**src/rtl/display_sched_if.sv**
```systemverilog
// Signal bundle between the debug sources and the display scheduler.
`default_nettype none
interface display_sched_if;
   logic [31:0] src_data;
   logic [3:0]  src_en;
   logic [3:0]  flash_req;
   logic        pin;
   logic [7:0]  disp_byte;
   logic [1:0]  disp_sel;
   logic        flashing;

   modport master (
      output src_data, src_en, flash_req, pin,
      input  disp_byte, disp_sel, flashing
   );

   modport slave (
      input  src_data, src_en, flash_req, pin,
      output disp_byte, disp_sel, flashing
   );
endinterface
`default_nettype wire

```
**src/rtl/display_sched.sv**
```systemverilog
// Shares the two-digit seven-segment display between four 8-bit debug sources:
// timed rotation over enabled sources, pin/freeze, and a one-shot flash override.
`default_nettype none
module display_sched #(
   parameter int DWELL = 12_000_000,
   parameter int FLASH = 6_000_000
) (
   input  logic            CLK,
   input  logic            RST,
   display_sched_if.slave  bus
);
   localparam int DW = $clog2(DWELL);
   localparam int FW = $clog2(FLASH);

   typedef enum logic [1:0] {
      ST_IDLE   = 2'd0,
      ST_ROTATE = 2'd1,
      ST_FLASH  = 2'd2
   } state_t;

   state_t        state, nxt_state;
   logic [DW-1:0] dwell_cnt, nxt_dwell;
   logic [FW-1:0] flash_cnt, nxt_flash;
   logic [1:0]    rot_sel, nxt_rot;
   logic [1:0]    disp_sel, nxt_sel;
   logic [7:0]    disp_byte, nxt_byte;
   logic [3:0]    flash_lsb;

   // Circular search i+1, i+2, i+3; falls back to i when nothing else is enabled.
   function automatic logic [1:0] next_idx(input logic [1:0] cur, input logic [3:0] en);
      logic [1:0] r;
      logic [1:0] c;
      r = cur;
      for (int k = 3; k >= 1; k--) begin
         c = cur + 2'(k);
         if (en[c]) r = c;
      end
      return r;
   endfunction

   function automatic logic [1:0] lowest_idx(input logic [3:0] en);
      logic [1:0] r;
      r = 2'd0;
      for (int i = 3; i >= 0; i--) begin
         if (en[i]) r = 2'(i);
      end
      return r;
   endfunction

   assign flash_lsb = bus.flash_req & (~bus.flash_req + 4'd1);

   always_comb begin
      nxt_state = state;
      nxt_dwell = dwell_cnt;
      nxt_flash = flash_cnt;
      nxt_rot   = rot_sel;
      nxt_sel   = disp_sel;

      if (bus.flash_req != 4'd0) begin
         nxt_state = ST_FLASH;
         nxt_flash = '0;
         nxt_sel   = lowest_idx(flash_lsb);
         if (state == ST_ROTATE) nxt_rot = disp_sel;
      end else begin
         case (state)
            ST_FLASH: begin
               if (flash_cnt == FW'(FLASH - 1)) begin
                  nxt_flash = '0;
                  if (bus.src_en == 4'd0) begin
                     nxt_state = ST_IDLE;
                     nxt_dwell = '0;
                  end else begin
                     nxt_state = ST_ROTATE;
                     nxt_dwell = '0;
                     nxt_sel   = bus.src_en[rot_sel] ? rot_sel : next_idx(rot_sel, bus.src_en);
                  end
               end else begin
                  nxt_flash = flash_cnt + FW'(1);
               end
            end
            ST_ROTATE: begin
               if (bus.src_en == 4'd0) begin
                  nxt_state = ST_IDLE;
                  nxt_dwell = '0;
                  nxt_flash = '0;
               end else if (!bus.src_en[disp_sel]) begin
                  nxt_sel   = next_idx(disp_sel, bus.src_en);
                  nxt_dwell = '0;
               end else if (!bus.pin) begin
                  if (dwell_cnt == DW'(DWELL - 1)) begin
                     nxt_dwell = '0;
                     nxt_sel   = next_idx(disp_sel, bus.src_en);
                  end else begin
                     nxt_dwell = dwell_cnt + DW'(1);
                  end
               end
            end
            default: begin
               nxt_dwell = '0;
               nxt_flash = '0;
               if (bus.src_en != 4'd0) begin
                  nxt_state = ST_ROTATE;
                  nxt_sel   = lowest_idx(bus.src_en);
               end
            end
         endcase
      end

      // Byte is taken at the selection loaded on the same edge, so sel and byte never disagree.
      nxt_byte = (nxt_state == ST_IDLE) ? 8'h00 : bus.src_data[{nxt_sel, 3'b000} +: 8];
   end

   always_ff @(posedge CLK) begin
      if (RST) begin
         state     <= (bus.src_en != 4'd0) ? ST_ROTATE : ST_IDLE;
         dwell_cnt <= '0;
         flash_cnt <= '0;
         rot_sel   <= 2'd0;
         disp_sel  <= 2'd0;
         disp_byte <= 8'h00;
      end else begin
         state     <= nxt_state;
         dwell_cnt <= nxt_dwell;
         flash_cnt <= nxt_flash;
         rot_sel   <= nxt_rot;
         disp_sel  <= nxt_sel;
         disp_byte <= nxt_byte;
      end
   end

   assign bus.disp_byte = disp_byte;
   assign bus.disp_sel  = disp_sel;
   assign bus.flashing  = (state == ST_FLASH);
endmodule
`default_nettype wire

```
**src/flat_wrapper.sv**
```systemverilog
// flat-port wrapper written by rule: the top's interface ports become plain ports
module display_sched_flat 
#(
   parameter int DWELL = 12_000_000,
   parameter int FLASH = 6_000_000
)
  (CLK, RST, bus_src_data, bus_src_en, bus_flash_req, bus_pin, bus_disp_byte, bus_disp_sel, bus_flashing);
  display_sched_if bus_i ();
  input  logic CLK;
  input  logic RST;
  input wire logic [$bits(bus_i.src_data)-1:0] bus_src_data;
  input wire logic [$bits(bus_i.src_en)-1:0] bus_src_en;
  input wire logic [$bits(bus_i.flash_req)-1:0] bus_flash_req;
  input wire logic [$bits(bus_i.pin)-1:0] bus_pin;
  output wire logic [$bits(bus_i.disp_byte)-1:0] bus_disp_byte;
  output wire logic [$bits(bus_i.disp_sel)-1:0] bus_disp_sel;
  output wire logic [$bits(bus_i.flashing)-1:0] bus_flashing;
  assign bus_i.src_data = bus_src_data;
  assign bus_i.src_en = bus_src_en;
  assign bus_i.flash_req = bus_flash_req;
  assign bus_i.pin = bus_pin;
  assign bus_disp_byte = bus_i.disp_byte;
  assign bus_disp_sel = bus_i.disp_sel;
  assign bus_flashing = bus_i.flashing;
  display_sched #(.DWELL(DWELL), .FLASH(FLASH)) u_core (.CLK(CLK), .RST(RST), .bus(bus_i));
endmodule
```
**config.mk**
```make
export PLATFORM = sky130hd
export DESIGN_NAME = display_sched_flat
export DESIGN_NICKNAME = d
export VERILOG_FILES = /design/src/rtl/display_sched_if.sv /design/src/rtl/display_sched.sv /design/src/flat_wrapper.sv
export SDC_FILE = /design/constraint.sdc
export NUM_CORES = 1
export LEC_CHECK = 0
export CAP_MARGIN = 20
export CELL_PAD_IN_SITES_DETAIL_PLACEMENT = 0
export CELL_PAD_IN_SITES_GLOBAL_PLACEMENT = 2
export CORE_MARGIN = 2
export CORE_UTILIZATION = 32
export CTS_BUF_LIST = sky130_fd_sc_hd__clkbuf_8 sky130_fd_sc_hd__clkbuf_16
export DETAILED_ROUTE_END_ITERATION = 10
export PLACE_DENSITY = 0.81
export RECOVER_POWER = 25
export SYNTH_ARGS = -nofsm -noshare
export SYNTH_HDL_FRONTEND = slang
export SYNTH_SLANG_ARGS = --single-unit
```
**constraint.sdc**
```tcl
create_clock -name CLK -period 3.8 [get_ports CLK]
set_input_delay 0.76 -clock CLK [delete_from_list [all_inputs] [get_ports CLK]]
set_output_delay 0.76 -clock CLK [all_outputs]
set_load 0.01 [all_outputs]
```
# Yosys cells after proc, flatten, opt, wreduce, memory -nomap -nowiden
# Index checks and enable logic that the tools add are counted.
# W data, S select, Z words.
# word_totals
register_bits	61
in_bits	43
output_inout_bits	11
word_cells	99
# classes
add_sub_neg	9
magnitude_cmp	8
eq_ne	7
shifts	1
muxes	57
bitwise	3
reduce_logical	8
# ops
operator	n
$mux W24	5
$mux W2	28
$pmux W24 S2	1
$mux W23	2
$pmux W23 S2	1
$shiftx A32 B6 Y8	1
$add A24 B1 Y24 const B	1
$eq A24 B24 Y1 const B	1
$lt A2 B3 Y1 const B	8
$add A23 B1 Y23 const B	1
$eq A23 B23 Y1 const B	1
$bmux W1 S2	8
$mux W1	10
$add A2 B2 Y2 const B	4
$pmux W2 S2	2
$reduce_bool A4 Y1	2
$add A2 B1 Y2 const B	2
$add A4 B1 Y4 const B	1
$and A4 B4 Y4	1
$logic_not A4 Y1	1
$ne A4 B4 Y1 const B	1
$not A4 Y4	1
$reduce_or A2 Y1	2
$reduce_and A3 Y1	1
7 further kinds	7

# Depth between registers and ports, before layout
# Gate-level depths: netlist of the first run.
# logic_depth
depth_word	13
ltp_mapped	10
mapped_depth_nobuf	9

# Worst setup path after synthesis of the first run
# Ideal clock, no wire load.
# synth_timing
path_kind	input -> register
start	input port bus_src_en[0]
end	register u_core.dwell_cnt[8]
setup_time_ps	70
arrival_ps	2945
required_time_ps	3730
slack_ps	784
path_stages	10
n_path_buf	3
path_cell_list	buf_2 -> or4_4 -> and2_1 -> buf_2 -> nand3_1 -> nand3_2 -> or3_1 -> clkbuf_1 -> or3_1 -> a21oi_1
# synth_between
elab_chain_cells	5
elab_cells_between_ends	8
cone_classes	eq/ne: 1; mux: 5; reduce/logical: 2
# synth_lines
element	line_no	rtl
from (decl)	flat_wrapper.sv:12	input wire logic [$bits(bus_i.src_en)-1:0] bus_src_en;
$bmux W1 S2	display_sched.sv:86	end else if (!bus.src_en[disp_sel]) begin
$mux W1 (implied by the code)	display_sched.sv:86	
$mux W24	display_sched.sv:86	
$mux W24	display_sched.sv:82	if (bus.src_en == 4'd0) begin
$pmux W24 S2	display_sched.sv:65	case (state)
to (signal assigned)	display_sched.sv:123	dwell_cnt <= nxt_dwell;
to (decl)	display_sched.sv:22	logic [DW-1:0] dwell_cnt, nxt_dwell;
# Several ways; a longest one is shown, not always the timed one. The select of a mux whose other input is x is not followed.
# A chain may end at the register's enable or synchronous reset.

# Worst setup path after layout of the first run
# layout_timing
start	input port bus_src_en[0]
end	register u_core.disp_byte[2] (netlist: u_core.bus.disp_byte[2])
# layout_between
elab_chain_cells	12
elab_cells_between_ends	44
cone_classes	shift: 1; mux: 39; reduce/logical: 4
# layout_lines
element	line_no	rtl
$bmux W1 S2	display_sched.sv:36	if (en[c]) r = c;
$mux W1 (implied by the code)	display_sched.sv:36	
$mux W2 (3 in a row)	display_sched.sv:36	
$mux W2	display_sched.sv:90	if (dwell_cnt == DW'(DWELL - 1)) begin
$mux W2	display_sched.sv:89	end else if (!bus.pin) begin
$mux W2	display_sched.sv:86	
$mux W2	display_sched.sv:82	
$pmux W2 S2	display_sched.sv:65	
$mux W2	display_sched.sv:59	if (bus.flash_req != 4'd0) begin
$shiftx A32 B6 Y8	display_sched.sv:110	nxt_byte = (nxt_state == ST_IDLE) ? 8'h00 : bus.src_data[{nxt_sel, 3'b000} +: 8];
to (signal assigned)	display_sched.sv:127	disp_byte <= nxt_byte;
to (decl)	display_sched.sv:26	logic [7:0] disp_byte, nxt_byte;
# Several ways; a longest one is shown, not always the timed one. The select of a mux whose other input is x is not followed.

==> results.sh, run 1 <==
export IMPL_status="complete, no violations"
export IMPL_ant_nets=0
export IMPL_gr_total_overflow=0
export IMPL_cts_sinks=61
export IMPL_vias=3044
export IMPL_startpoint="bus_src_en[0]"
export IMPL_floorplan_initialDensity=0.330
export IMPL_wire_per_inst_um=13.4
export IMPL_avgViaCountPerCell=4.96
export IMPL_end_kind="register"
export IMPL_clock_fmax_ghz=0.297
export IMPL_fin_crit_ns=3.37
export IMPL_stdcell_count=614
export IMPL_core_um2=10400
export IMPL_async_flop_share=0
export IMPL_skew_ns=0.00826
export IMPL_root_buffer="clkbuf_8"
export IMPL_ctsHoldBuffers=0
export IMPL_critical_path_arrival_ns=3.61
export IMPL_endpoint="u_core.bus.disp_byte[2]$_SDFF_PP0_"
export IMPL_period_share=0.886
export IMPL_r2r_cells=9
export IMPL_synth_seq_cells=61
export IMPL_track_usage=0.151
export IMPL_multi_input_area_um2=2090
export IMPL_ys_seq_area_frac=0.356
export IMPL_yosys_area_share_simple=0.308
export IMPL_path_max_fanout=9
export IMPL_finalSetupTns_ns=0
export IMPL_syn_area_um2=3430
export IMPL_rrSetupSlack_ns=0.80
export IMPL_cts_max_level=3
export IMPL_rr_startpoint="u_core.flash_cnt[0]$_SDFFE_PP0N_"
export IMPL_grt_setup_unrepaired="false"
export IMPL_cts_buffers=9
export IMPL_power_density_nw_per_um2=333
export IMPL_first_iter_violations=142
export IMPL_n_antenna_cell=0
export IMPL_dpl_hpwl_mm=6.16
export IMPL_power_leakage_nw=1.62
export IMPL_yosys_warnings=0
export IMPL_grt_pass1_vias=3031
export IMPL_hold_path_class="reg -> reg"
export IMPL_synth_compound_area_share=0.140
export IMPL_port_buffers=53
export IMPL_fin_nets=521
export IMPL_ioPinCount=54
export IMPL_grt_max_degree=20
export IMPL_synthDistinctLibCells=56
export IMPL_synth_edf_count=0
export IMPL_finalWirelength_mm=8.20
export IMPL_grt_pass1_wl_mm=13.9
export IMPL_syn_to_final_growth_pct=27.2
export IMPL_clkSlewWorstSetupHoldPaths_ns=0.07
export IMPL_drc=0
export IMPL_r2r_end="u_core.bus.disp_byte[2]$_SDFF_PP0_"
export IMPL_synthMuxAreaShare=0.0650
export IMPL_max_slew_margin=0.577
export IMPL_antenna_found_initial=0
export IMPL_peakVddDrop_mv=0.140
export IMPL_die_y_um=107
export IMPL_synthXorXnorAreaFrac=0.0844
export IMPL_syn_nets=458
export IMPL_rows=37
export IMPL_place_congestion=0.834
export IMPL_worst_pin_slew_ns=0.634
export IMPL_mostFrequentLayoutCells="nor2_1 (61), dfxtp_1 (61), clkdlybuf4s50_1 (41), nand2_1 (36), xor2_1 (26)"
export IMPL_finalMaxSlewViolations=0
export IMPL_setup_viol=0
export IMPL_die_x_um=107
export IMPL_synthFlopType="dfxtp_1"
export IMPL_design_die_area_um2=11500
export IMPL_synthAdderAreaFrac=0.0146
export IMPL_dp_cells=599
export IMPL_cp_data_required_time_ns=4.04
export IMPL_drv_cap=0
export IMPL_holdPathStages=2
export IMPL_synth_top_family_by_area="simple AND/OR/NAND/NOR gates"
export IMPL_crit_type="in -> reg"
export IMPL_regArea_um2=1220
export IMPL_cts_tree="yes"
export IMPL_postSynthAreaPerCell_um2=8.34
export IMPL_nFillCells=1075
export IMPL_synth_cells=411
export IMPL_post_cts_buffers=0
export IMPL_clockBufferDepth=2
export IMPL_cp_start_kind="input pin"
export IMPL_dr_pass1_iters=4
export IMPL_post_cts_resized=0
export IMPL_final_hold_violation_count=0
export IMPL_drive_gt1_frac=0.0962
export IMPL_clk_latency_ns=0.34
==> cell type report <==
cell class / count / share of cell area
sequential: 61 / 0.280
multi-input combinational: 324 / 0.480
inverter: 10 / 0.00861
clock buffer: 11 / 0.0347
clock inverter: 4 / 0.0109
timing repair buffer: 68 / 0.147
tap: 136 / 0.0390
==> sequential cells by signal (all words and copies together) (netlist names) <==
signal	count
u_core.bus.disp_byte	8
u_core.flash_cnt	23
u_core.rot_sel	2
u_core.state	2
u_core.bus.disp_sel	2
u_core.dwell_cnt	24
==> metal layers <==
metal  global-route usage  up-vias  wire, um
li1                     -     1588         -
met1                0.183     1384      3840
met2                0.249       60      3760
met3               0.0430       12       450
met4               0.0659        0       152
met5                    0        -         0
==> cell usage after synthesis, types with 2 or more instances <==
library cell | count | area (um^2)
a21o_1 | 2 | 15.0
a21oi_1 | 19 | 95.1
a31oi_1 | 2 | 12.5
and2_1 | 2 | 12.5
and3_1 | 9 | 56.3
buf_2 | 6 | 30.0
clkbuf_1 | 9 | 33.8
dfxtp_1 | 61 | 1220
ha_1 | 4 | 50.1
inv_1 | 10 | 37.5
mux2i_1 | 20 | 200
nand2_1 | 36 | 135
nand2b_1 | 9 | 56.3
nand3_1 | 23 | 115
nand3b_1 | 3 | 22.5
nand4_1 | 11 | 68.8
nand4bb_1 | 2 | 22.5
nor2_1 | 61 | 229
nor2b_1 | 2 | 12.5
nor3_1 | 9 | 45.0
nor4_2 | 2 | 25.0
nor4_4 | 2 | 42.5
o21a_1 | 5 | 37.5
o21ai_0 | 9 | 45.0
o21ai_1 | 9 | 45.0
o31ai_1 | 8 | 60.1
or3_1 | 8 | 50.1
or4_1 | 8 | 60.1
or4_4 | 2 | 22.5
xnor2_1 | 7 | 61.3
xor2_1 | 26 | 228
==> worst min path at each step <==
| stage | from | endpoint | slack (ns) |
|---|---|---|---|
| after floorplan | u_core.dwell_cnt[1]$_SDFFE_PP0P_ | u_core.dwell_cnt[1]$_SDFFE_PP0P_ | 0.45 |
| after global placement | u_core.dwell_cnt[1]$_SDFFE_PP0P_ | u_core.dwell_cnt[1]$_SDFFE_PP0P_ | 0.46 |
| after detailed placement | u_core.dwell_cnt[1]$_SDFFE_PP0P_ | u_core.dwell_cnt[1]$_SDFFE_PP0P_ | 0.46 |
| after CTS | u_core.dwell_cnt[1]$_SDFFE_PP0P_ | u_core.dwell_cnt[1]$_SDFFE_PP0P_ | 0.48 |
| after global routing | u_core.dwell_cnt[1]$_SDFFE_PP0P_ | u_core.dwell_cnt[1]$_SDFFE_PP0P_ | 0.52 |
| final | u_core.dwell_cnt[1]$_SDFFE_PP0P_ | u_core.dwell_cnt[1]$_SDFFE_PP0P_ | 0.48 |
==> power breakdown <==
part	total, mW	internal, mW	leakage (nW)	switching [mW]
combinational	0.201	0.106	1.02	0.0955
clock	0.590	0.333	0.101	0.257
sequential	0.662	0.653	0.494	0.00907
==> cell families (layout without fill, tap and decap cells) <==
group | Yosys count | in the layout
buffers and inverters | 26 | 93
AND/OR/NAND/NOR | 198 | 198
flip-flops | 61 | 61
multiplexers | 21 | 21
XOR/XNOR | 33 | 33
AO/OA/AOI/OAI | 68 | 68
adder cells (fa/ha/maj) | 4 | 4
==> critical path, cell delays in order <==
cell	delay (ns)
dlygate4sd3_1	0.67
mux4_2	0.52
nor2_1	0.14
a31oi_2	0.08
nor4_2	0.31
o21ai_2	0.10
a2111oi_4	0.56
nor2_2	0.18
o31ai_1	0.28
==> per-stage QoR <==
step / hold slack (ns) / power, mW / utilization / setup WS (ns) / instance area [um^2]
finish: 0.484 / 1.45 / 0.420 / 0.431 / 4360
global route: 0.522 / 1.53 / 0.420 / 0.143 / 4360
CTS: 0.480 / 1.48 / 0.421 / 0.484 / 4370
detailed placement: 0.464 / 0.884 / 0.402 / 0.153 / 4170
global placement: 0.459 / 0.886 / 0.402 / 0.195 / 4170
floorplan: 0.449 / 0.784 / - / 0.784 / 3430
Power figures use the tool's default switching activity.
==> run 2: changes to the inputs <==
--- a/config.mk
+++ b/config.mk
@@ -11,9 +11,11 @@
 export CORE_MARGIN = 2
 export CORE_UTILIZATION = 32
 export CTS_BUF_LIST = sky130_fd_sc_hd__clkbuf_8 sky130_fd_sc_hd__clkbuf_16
+export CTS_CLUSTER_DIAMETER = 120
 export DETAILED_ROUTE_END_ITERATION = 10
 export PLACE_DENSITY = 0.81
 export RECOVER_POWER = 25
+export SLEW_MARGIN = 10
 export SYNTH_ARGS = -nofsm -noshare
 export SYNTH_HDL_FRONTEND = slang
 export SYNTH_SLANG_ARGS = --single-unit
==> results of run 2 <==
No change in the layout: final DEF, timing and power equal those of run 1.
